<file path="src/rtl/rv32_pkg.sv">
// ---------------------------------------------------------------------------
// rv32_pkg
// Shared definitions for the RV32 front end and execute stage:
//   - branch-unit operation encodings (bruop_e)
//   - fetch FSM state encoding (fetch_state_e)
//   - datapath width, reset PC and canonical NOP constants
// No ports; imported with "import rv32_pkg::*;".
// ---------------------------------------------------------------------------
package rv32_pkg;

    localparam int          RV32_XLEN        = 32;
    localparam logic [31:0] DEFAULT_RESET_PC = 32'h0000_0000;
    // addi x0, x0, 0
    localparam logic [31:0] NOP              = 32'h0000_0013;

    typedef enum logic [2:0] {
        BRU_EQ,
        BRU_NE,
        BRU_LT,
        BRU_GE,
        BRU_LTU,
        BRU_GEU,
        BRU_JMP,
        BRU_OFF
    } bruop_e;

    // S_HALT is only entered when misaligned-target trapping is built in.
    typedef enum logic [1:0] {
        S_REQ,
        S_WAIT,
        S_DROP,
        S_HALT
    } fetch_state_e;

endpackage

</file>
<file path="src/rtl/pc_target.sv">
// ---------------------------------------------------------------------------
// pc_target
// Combinational branch/jump target generator, shared by fetch and execute.
//   target = is_jalr ? (rs1 + imm) & ~1 : br_pc + imm   (wraps mod 2^XLEN)
// Optional feature macro: MISALIGN_TRAP_EN
//   defined   : target is passed through; misaligned_o flags target[1] != 0
//   undefined : target[1:0] is forced to 2'b00, no misaligned_o port
// Ports:
//   is_jalr_i     in   1     select rs1 base (JALR) instead of br_pc
//   br_pc_i       in   XLEN  PC of the branch/jump
//   rs1_val_i     in   XLEN  JALR base register
//   imm_i         in   XLEN  sign-extended immediate
//   target_o      out  XLEN  redirect target
//   misaligned_o  out  1     [MISALIGN_TRAP_EN] target not 4-byte aligned
// ---------------------------------------------------------------------------
module pc_target #(
    parameter int XLEN = 32
) (
    input  logic            is_jalr_i,
    input  logic [XLEN-1:0] br_pc_i,
    input  logic [XLEN-1:0] rs1_val_i,
    input  logic [XLEN-1:0] imm_i,
    output logic [XLEN-1:0] target_o
`ifdef MISALIGN_TRAP_EN
    ,
    output logic            misaligned_o
`endif
);

    logic [XLEN-1:0] base;
    logic [XLEN-1:0] sum;

    assign base = is_jalr_i ? rs1_val_i : br_pc_i;
    assign sum  = base + imm_i;

`ifdef MISALIGN_TRAP_EN
    // JALR clears bit 0 architecturally; bit 1 is left for the trap check.
    assign target_o     = is_jalr_i ? (sum & ~XLEN'(1)) : sum;
    assign misaligned_o = target_o[1];
`else
    // Without trapping, silently align to a word boundary.
    assign target_o = sum & ~XLEN'(3);
`endif

endmodule

</file>
<file path="src/rtl/pc_fetch.sv">
// ---------------------------------------------------------------------------
// pc_fetch
// Program counter and instruction fetch stage. Issues one outstanding request
// at a time to instruction memory, buffers the returned word in a 1-entry
// valid/ready register towards decode, and applies branch/jump redirects
// coming from execute (redirect = ex_valid & doBranch).
// Optional feature macro: MISALIGN_TRAP_EN (misaligned-target trap + halt).
// Ports:
//   clk, rst                  clock, synchronous active-high reset
//   ex_valid, doBranch        redirect request from execute / branch unit
//   ex_is_jalr, br_pc,
//   rs1_val, imm              redirect target operands
//   imem_req, imem_addr       fetch request (address = pc)
//   imem_gnt                  request accepted this cycle
//   imem_rvalid, imem_rdata   fetch response (one per granted request)
//   if_valid, if_instr, if_pc buffered instruction towards decode
//   id_ready                  decode accepts the buffered instruction
//   misalign_trap             [MISALIGN_TRAP_EN] 1-cycle trap pulse
//   misalign_addr             [MISALIGN_TRAP_EN] offending target, held
// ---------------------------------------------------------------------------
module pc_fetch
    import rv32_pkg::*;
#(
    parameter int              XLEN     = RV32_XLEN,
    parameter logic [XLEN-1:0] RESET_PC = DEFAULT_RESET_PC
) (
    input  logic            clk,
    input  logic            rst,
    input  logic            ex_valid,
    input  logic            doBranch,
    input  logic            ex_is_jalr,
    input  logic [XLEN-1:0] br_pc,
    input  logic [XLEN-1:0] rs1_val,
    input  logic [XLEN-1:0] imm,
    output logic            imem_req,
    output logic [XLEN-1:0] imem_addr,
    input  logic            imem_gnt,
    input  logic            imem_rvalid,
    input  logic [31:0]     imem_rdata,
    output logic            if_valid,
    output logic [31:0]     if_instr,
    output logic [XLEN-1:0] if_pc,
    input  logic            id_ready
`ifdef MISALIGN_TRAP_EN
    ,
    output logic            misalign_trap,
    output logic [XLEN-1:0] misalign_addr
`endif
);

    fetch_state_e    state_q;
    logic [XLEN-1:0] pc_q;
    logic            ifValid_q;
    logic [31:0]     ifInstr_q;
    logic [XLEN-1:0] ifPc_q;

    logic            redirect;
    logic            bufFree;
    logic [XLEN-1:0] target;
    fetch_state_e    redirState_d;

`ifdef MISALIGN_TRAP_EN
    logic            tgtMisaligned;
    logic            misalignTrap_q;
    logic [XLEN-1:0] misalignAddr_q;
`endif

    pc_target #(
        .XLEN (XLEN)
    ) u_pc_target (
        .is_jalr_i    (ex_is_jalr),
        .br_pc_i      (br_pc),
        .rs1_val_i    (rs1_val),
        .imm_i        (imm),
        .target_o     (target)
`ifdef MISALIGN_TRAP_EN
        ,
        .misaligned_o (tgtMisaligned)
`endif
    );

    assign redirect = ex_valid & doBranch;
    // The buffer can take a new word if it is empty or being drained now.
    assign bufFree  = !ifValid_q | id_ready;

    // A redirect suppresses the request so the stale pc is never fetched;
    // the target is requested the following cycle.
    assign imem_req  = !rst && (state_q == S_REQ) && bufFree && !redirect;
    assign imem_addr = pc_q;
    assign if_valid  = ifValid_q;
    assign if_instr  = ifInstr_q;
    assign if_pc     = ifPc_q;

`ifdef MISALIGN_TRAP_EN
    assign misalign_trap = misalignTrap_q;
    assign misalign_addr = misalignAddr_q;
`endif

    // Where a redirect leaves the FSM: a response still owed by memory has
    // to be swallowed in S_DROP, unless it is arriving this very cycle.
    always_comb begin
        redirState_d = S_REQ;
        if ((state_q == S_WAIT || state_q == S_DROP) && !imem_rvalid) begin
            redirState_d = S_DROP;
        end
    end

    // Fetch FSM, pc and decode buffer. Redirect outranks all normal traffic.
    always_ff @(posedge clk) begin
        if (rst) begin
            state_q   <= S_REQ;
            pc_q      <= RESET_PC;
            ifValid_q <= 1'b0;
            ifInstr_q <= '0;
            ifPc_q    <= '0;
`ifdef MISALIGN_TRAP_EN
            misalignTrap_q <= 1'b0;
            misalignAddr_q <= '0;
`endif
        end else begin
`ifdef MISALIGN_TRAP_EN
            misalignTrap_q <= 1'b0;
`endif
            if (state_q == S_HALT) begin
                // Parked until reset; any late response is ignored.
                ifValid_q <= 1'b0;
            end else if (redirect) begin
                ifValid_q <= 1'b0;
`ifdef MISALIGN_TRAP_EN
                if (tgtMisaligned) begin
                    misalignTrap_q <= 1'b1;
                    misalignAddr_q <= target;
                    state_q        <= S_HALT;
                end else begin
                    pc_q    <= target;
                    state_q <= redirState_d;
                end
`else
                pc_q    <= target;
                state_q <= redirState_d;
`endif
            end else begin
                if (ifValid_q && id_ready) begin
                    ifValid_q <= 1'b0;
                end
                case (state_q)
                    S_REQ: begin
                        if (imem_req && imem_gnt) begin
                            state_q <= S_WAIT;
                        end
                    end
                    S_WAIT: begin
                        if (imem_rvalid) begin
                            ifValid_q <= 1'b1;
                            ifInstr_q <= imem_rdata;
                            ifPc_q    <= pc_q;
                            pc_q      <= pc_q + XLEN'(4);
                            state_q   <= S_REQ;
                        end
                    end
                    S_DROP: begin
                        if (imem_rvalid) begin
                            state_q <= S_REQ;
                        end
                    end
                    default: begin
                        state_q <= S_REQ;
                    end
                endcase
            end
        end
    end

endmodule

</file>
<file path="config.mk">
export PLATFORM = sky130hd
export DESIGN_NAME = pc_fetch
export DESIGN_NICKNAME = d
export VERILOG_FILES = /design/src/rtl/rv32_pkg.sv /design/src/rtl/pc_target.sv /design/src/rtl/pc_fetch.sv
export SDC_FILE = /design/constraint.sdc
export NUM_CORES = 1
export LEC_CHECK = 0
export CAP_MARGIN = 20
export CORE_MARGIN = 10
export CORE_UTILIZATION = 40
export DETAILED_ROUTE_END_ITERATION = 7
export PLACE_DENSITY = 0.82
export SYNTH_ARGS = -nofsm -noshare
export SYNTH_HDL_FRONTEND = slang
export SYNTH_SLANG_ARGS = --single-unit
export TNS_END_PERCENT = 1
</file>
<file path="constraint.sdc">
create_clock -name clk -period 3.5 [get_ports clk]
set_clock_uncertainty 0.05 [all_clocks]
set_input_delay 0.35 -clock clk [delete_from_list [all_inputs] [get_ports clk]]
set_output_delay 0.35 -clock clk [all_outputs]
set_load 0.03 [all_outputs]
</file>
==> run_results.csv <==
group,metric,value,unit
logic_synthesis,synth_edf_count,0,
power_and_ir_drop,power_density,383,mW/mm^2
sta,whs,0.221,ns
place,place_ws,-0.0963,ns
sta,rsz0062_at_grt,"no",
sta,min_period,3.25,ns
route,routed_wl,20300,um
clocking,cts_tree,"done",
run_status,status,"completed",
finish,diodes,0,
floorplanning,die_h,143,um
clocking,cts_sinks,95,
floorplanning,die_x,143,um
sta,clock.fmax,0.308,GHz
route,drtIter0Drc,438,
grt,gr-usage-met1,0.250,
logic_synthesis,ys_types,65,
route,wl_per_cell,16.5,um
route,drc_errors,0,
critical_path,cp_max_fo,9,
finish,fin_util,0.623,
route,first_pass_iters,5,
critical_path,crit_type,"in -> reg",
floorplanning,die-area,0.0204,mm^2
critical_path,cp.buffers_inverters,2,
sta,post-route-period-util,0.927,
critical_path,timing.rr.start,"imem_addr[4]",
sta,timing.final.ws_setup,0.254,ns
critical_path,rr_worst_depth,7,
place,hpwl,16000,um
critical_path,critPathRequiredTime,3.67,ns
clocking,hold_buffers,0,
route,vias,6665,
place,place.gp.congestion,0.894,
grt,grt_use_met2,0.316,
finish,fillers,1304,
logic_synthesis,ys_seq_area_frac,0.316,
critical_path,cp.arrival,3.41,ns
worst_hold_path,hold_start,"rst",
grt,met3_usage,0.0421,
sta,final-setup-viol-count,0,
grt,grt_pass1_wl,32700,um
sta,hold_viol_final,0,
floorplanning,initial_core_util,0.411,
floorplanning,fp-row-count,44,
grt,grt_start_max_net_pins,85,
finish,finalNonFillerCells,1231,
finish,syn2layout_area_growth,51.5,%
logic_synthesis,synth_ff_type,"dfxtp_1",
logic_synthesis,yosysWarnings,0,
critical_path,r2r-end,"imem_addr[30]",
clocking,clockBufferDepth,2,
power_and_ir_drop,peakVddDrop,0.270,mV
grt,grt_pass1_vias,6464,
clocking,clk_latency,0.34,ns
floorplanning,core_region_area,0.0146,mm^2
flow_run,cap_violations,0,
sta,slew_viol_final,0,
logic_synthesis,netlist_area,0.00602,mm^2
clocking,ctsHtreeMaxLevel,3,
finish,layout-drive-gt1-share,0.116,
power_and_ir_drop,leakagePower,3.53,nW
place,placed_area,0.00878,mm^2
sta,slew_headroom,0.382,
worst_hold_path,hp-class,"in -> reg",
critical_path,rrSetupSlack,0.92,ns
logic_synthesis,syn_avg_cell_area,7.60,um^2
floorplanning,io_pins,234,
critical_path,cp_top_family,"compound AO/OA/AOI/OAI gates",
route,ant_nets,0,
grt,gr-max-usage-layer,"met2",
finish,design_area,0.00912,mm^2
worst_hold_path,hold_end,"if_pc[27]",
logic_synthesis,synth_seq_cells,95,
clocking,clk_pin_slew_worst_paths,0.06,ns
grt,antenna_found_initial,0,
worst_hold_path,hold_depth,2,
critical_path,start_kind,"input port",
logic_synthesis,synth_cells,792,
grt,grt.overflow.total,0,
critical_path,critPathMaxStageDelay,0.48,ns
logic_synthesis,async_flop_share,0,
route,vias_per_cell,5.41,
place,placedCellCount,1216,
critical_path,critPathSlowestCell,"clkdlybuf4s50_1",
sta,tightest_slew,0.927,ns
clocking,cts_buffers,9,
critical_path,crit_chain,"clkdlybuf4s50_1, buf_4, mux2_2, ha_1, a21o_1, a21o_1, a221oi_1, o211ai_2, and2_4, nor2_1, xor2_1, a2111oi_0",
critical_path,crit_top_cell,"a21o_1",
clocking,clockRootBuffer,"clkbuf_16",
grt,grt_usage,0.193,
finish,final_nets,1213,
sta,fin_tns_setup,0,ns
critical_path,endpoint_kind,"flip-flop",
power_and_ir_drop,totalPowerFinal,3.49,mW
place,io_buffers,229,
[cell usage in the layout, fill, tap and decap left out, types with 7 or more instances in the layout]
master / n
ha_1: 34
nand3_1: 26
buf_4: 59
nor3_1: 9
xnor2_1: 15
clkdlybuf4s50_1: 228
inv_1: 13
o21ai_0: 41
mux2_2: 31
a21o_1: 17
a31oi_1: 13
xor2_1: 9
and3_1: 13
and4_1: 7
nand4_1: 7
clkbuf_16: 9
a21oi_1: 119
dfxtp_1: 95
nor2_1: 40
nand2_1: 167
[state kept, by name, summed over array words and instances (netlist names)]
register and count:
state_q 2, if_instr 32, if_valid 1, if_pc 30, imem_addr 30
[layer usage]
metal	vias to the layer above	wire, um
met5	-	0
met4	0	303
met3	23	1640
met2	314	9240
met1	3005	9140
li1	3323	-
[final cells by class]
class	instances	area, um^2	share of cell area
inverter	13	48.8	0.00535
tap	184	230	0.0252
multi-input combinational	637	3880	0.426
timing repair buffer	287	2730	0.299
clock inverter	3	65.1	0.00713
clock buffer	12	267	0.0292
sequential	95	1900	0.208
[kinds of logic after synthesis]
kind of cell / share of synthesized area
AO/OA/AOI/OAI: 0.248
XOR/XNOR: 0.0349
adder cells (fa/ha/maj): 0.0707
buffers and inverters: 0.0434
flip-flops: 0.316
multiplexers: 0.0663
other: 0.000623
AND/OR/NAND/NOR: 0.220
[how the worst max path moves through the flow]
stage                           from            end  slack [ns]  cells after the start
after floorplan           ex_is_jalr  imem_addr[20]        0.30                     12
after global placement    ex_is_jalr  imem_addr[29]       -0.07                     13
after detailed placement  ex_is_jalr  imem_addr[20]        -0.1                     12
after CTS                 ex_is_jalr  imem_addr[29]        0.23                     13
after global routing      ex_is_jalr  imem_addr[29]        0.07                     13
final                     ex_is_jalr  imem_addr[20]        0.25                     12
[report_power, final]
group          internal, mW  leakage (nW)  total, mW  switching, mW
registers              1.15         0.773       1.21         0.0637
clock network         0.680         0.165       1.08          0.404
logic                 0.577          2.59       1.20          0.619
total                  2.40          3.53       3.49           1.09
[timing repair]
| item | CTS | global route |
|---|---|---|
| buffers inserted | 0 | 0 |
| resized for setup | 0 | 1 |
| setup endpoints to repair | 0 | 1 |
[worst register-to-register path, cell delays in order, from the launching register on]
cell	delay, ns
dfxtp_1	0.49
and4_1	0.41
nand3_1	0.27
nor3_2	0.39
nand2_1	0.18
or4_1	0.42
a21o_1	0.21
o211ai_1	0.07
[synth_stat cells, drive strengths merged, types with 2 or more instances]
cell type | n | area share
nand3 | 26 | 0.022
a2111o | 2 | 0.0037
nand4 | 7 | 0.0073
o211ai | 3 | 0.0046
o2111ai | 2 | 0.0029
and4 | 7 | 0.010
o32ai | 2 | 0.0029
a21boi | 2 | 0.0025
a311oi | 2 | 0.0029
nand2 | 168 | 0.10
buf | 16 | 0.014
a22o | 2 | 0.0029
nand2b | 6 | 0.0062
and3 | 13 | 0.014
and2 | 7 | 0.0077
a2111oi | 3 | 0.0044
xor2 | 9 | 0.013
a211oi | 6 | 0.0075
o21ai | 42 | 0.036
o21bai | 4 | 0.0050
ha | 34 | 0.071
dfxtp | 95 | 0.32
inv | 13 | 0.0081
nor2 | 42 | 0.027
o21a | 6 | 0.0075
a221oi | 6 | 0.0087
a21oi | 122 | 0.10
nor3 | 10 | 0.0091
a31oi | 13 | 0.014
a21o | 17 | 0.021
xnor2 | 15 | 0.022
clkbuf | 34 | 0.021
nor4 | 2 | 0.0046
mux2 | 33 | 0.063
mux2i | 2 | 0.0033
a221o | 2 | 0.0033
Note: power is estimated with default switching activity, not from simulation.
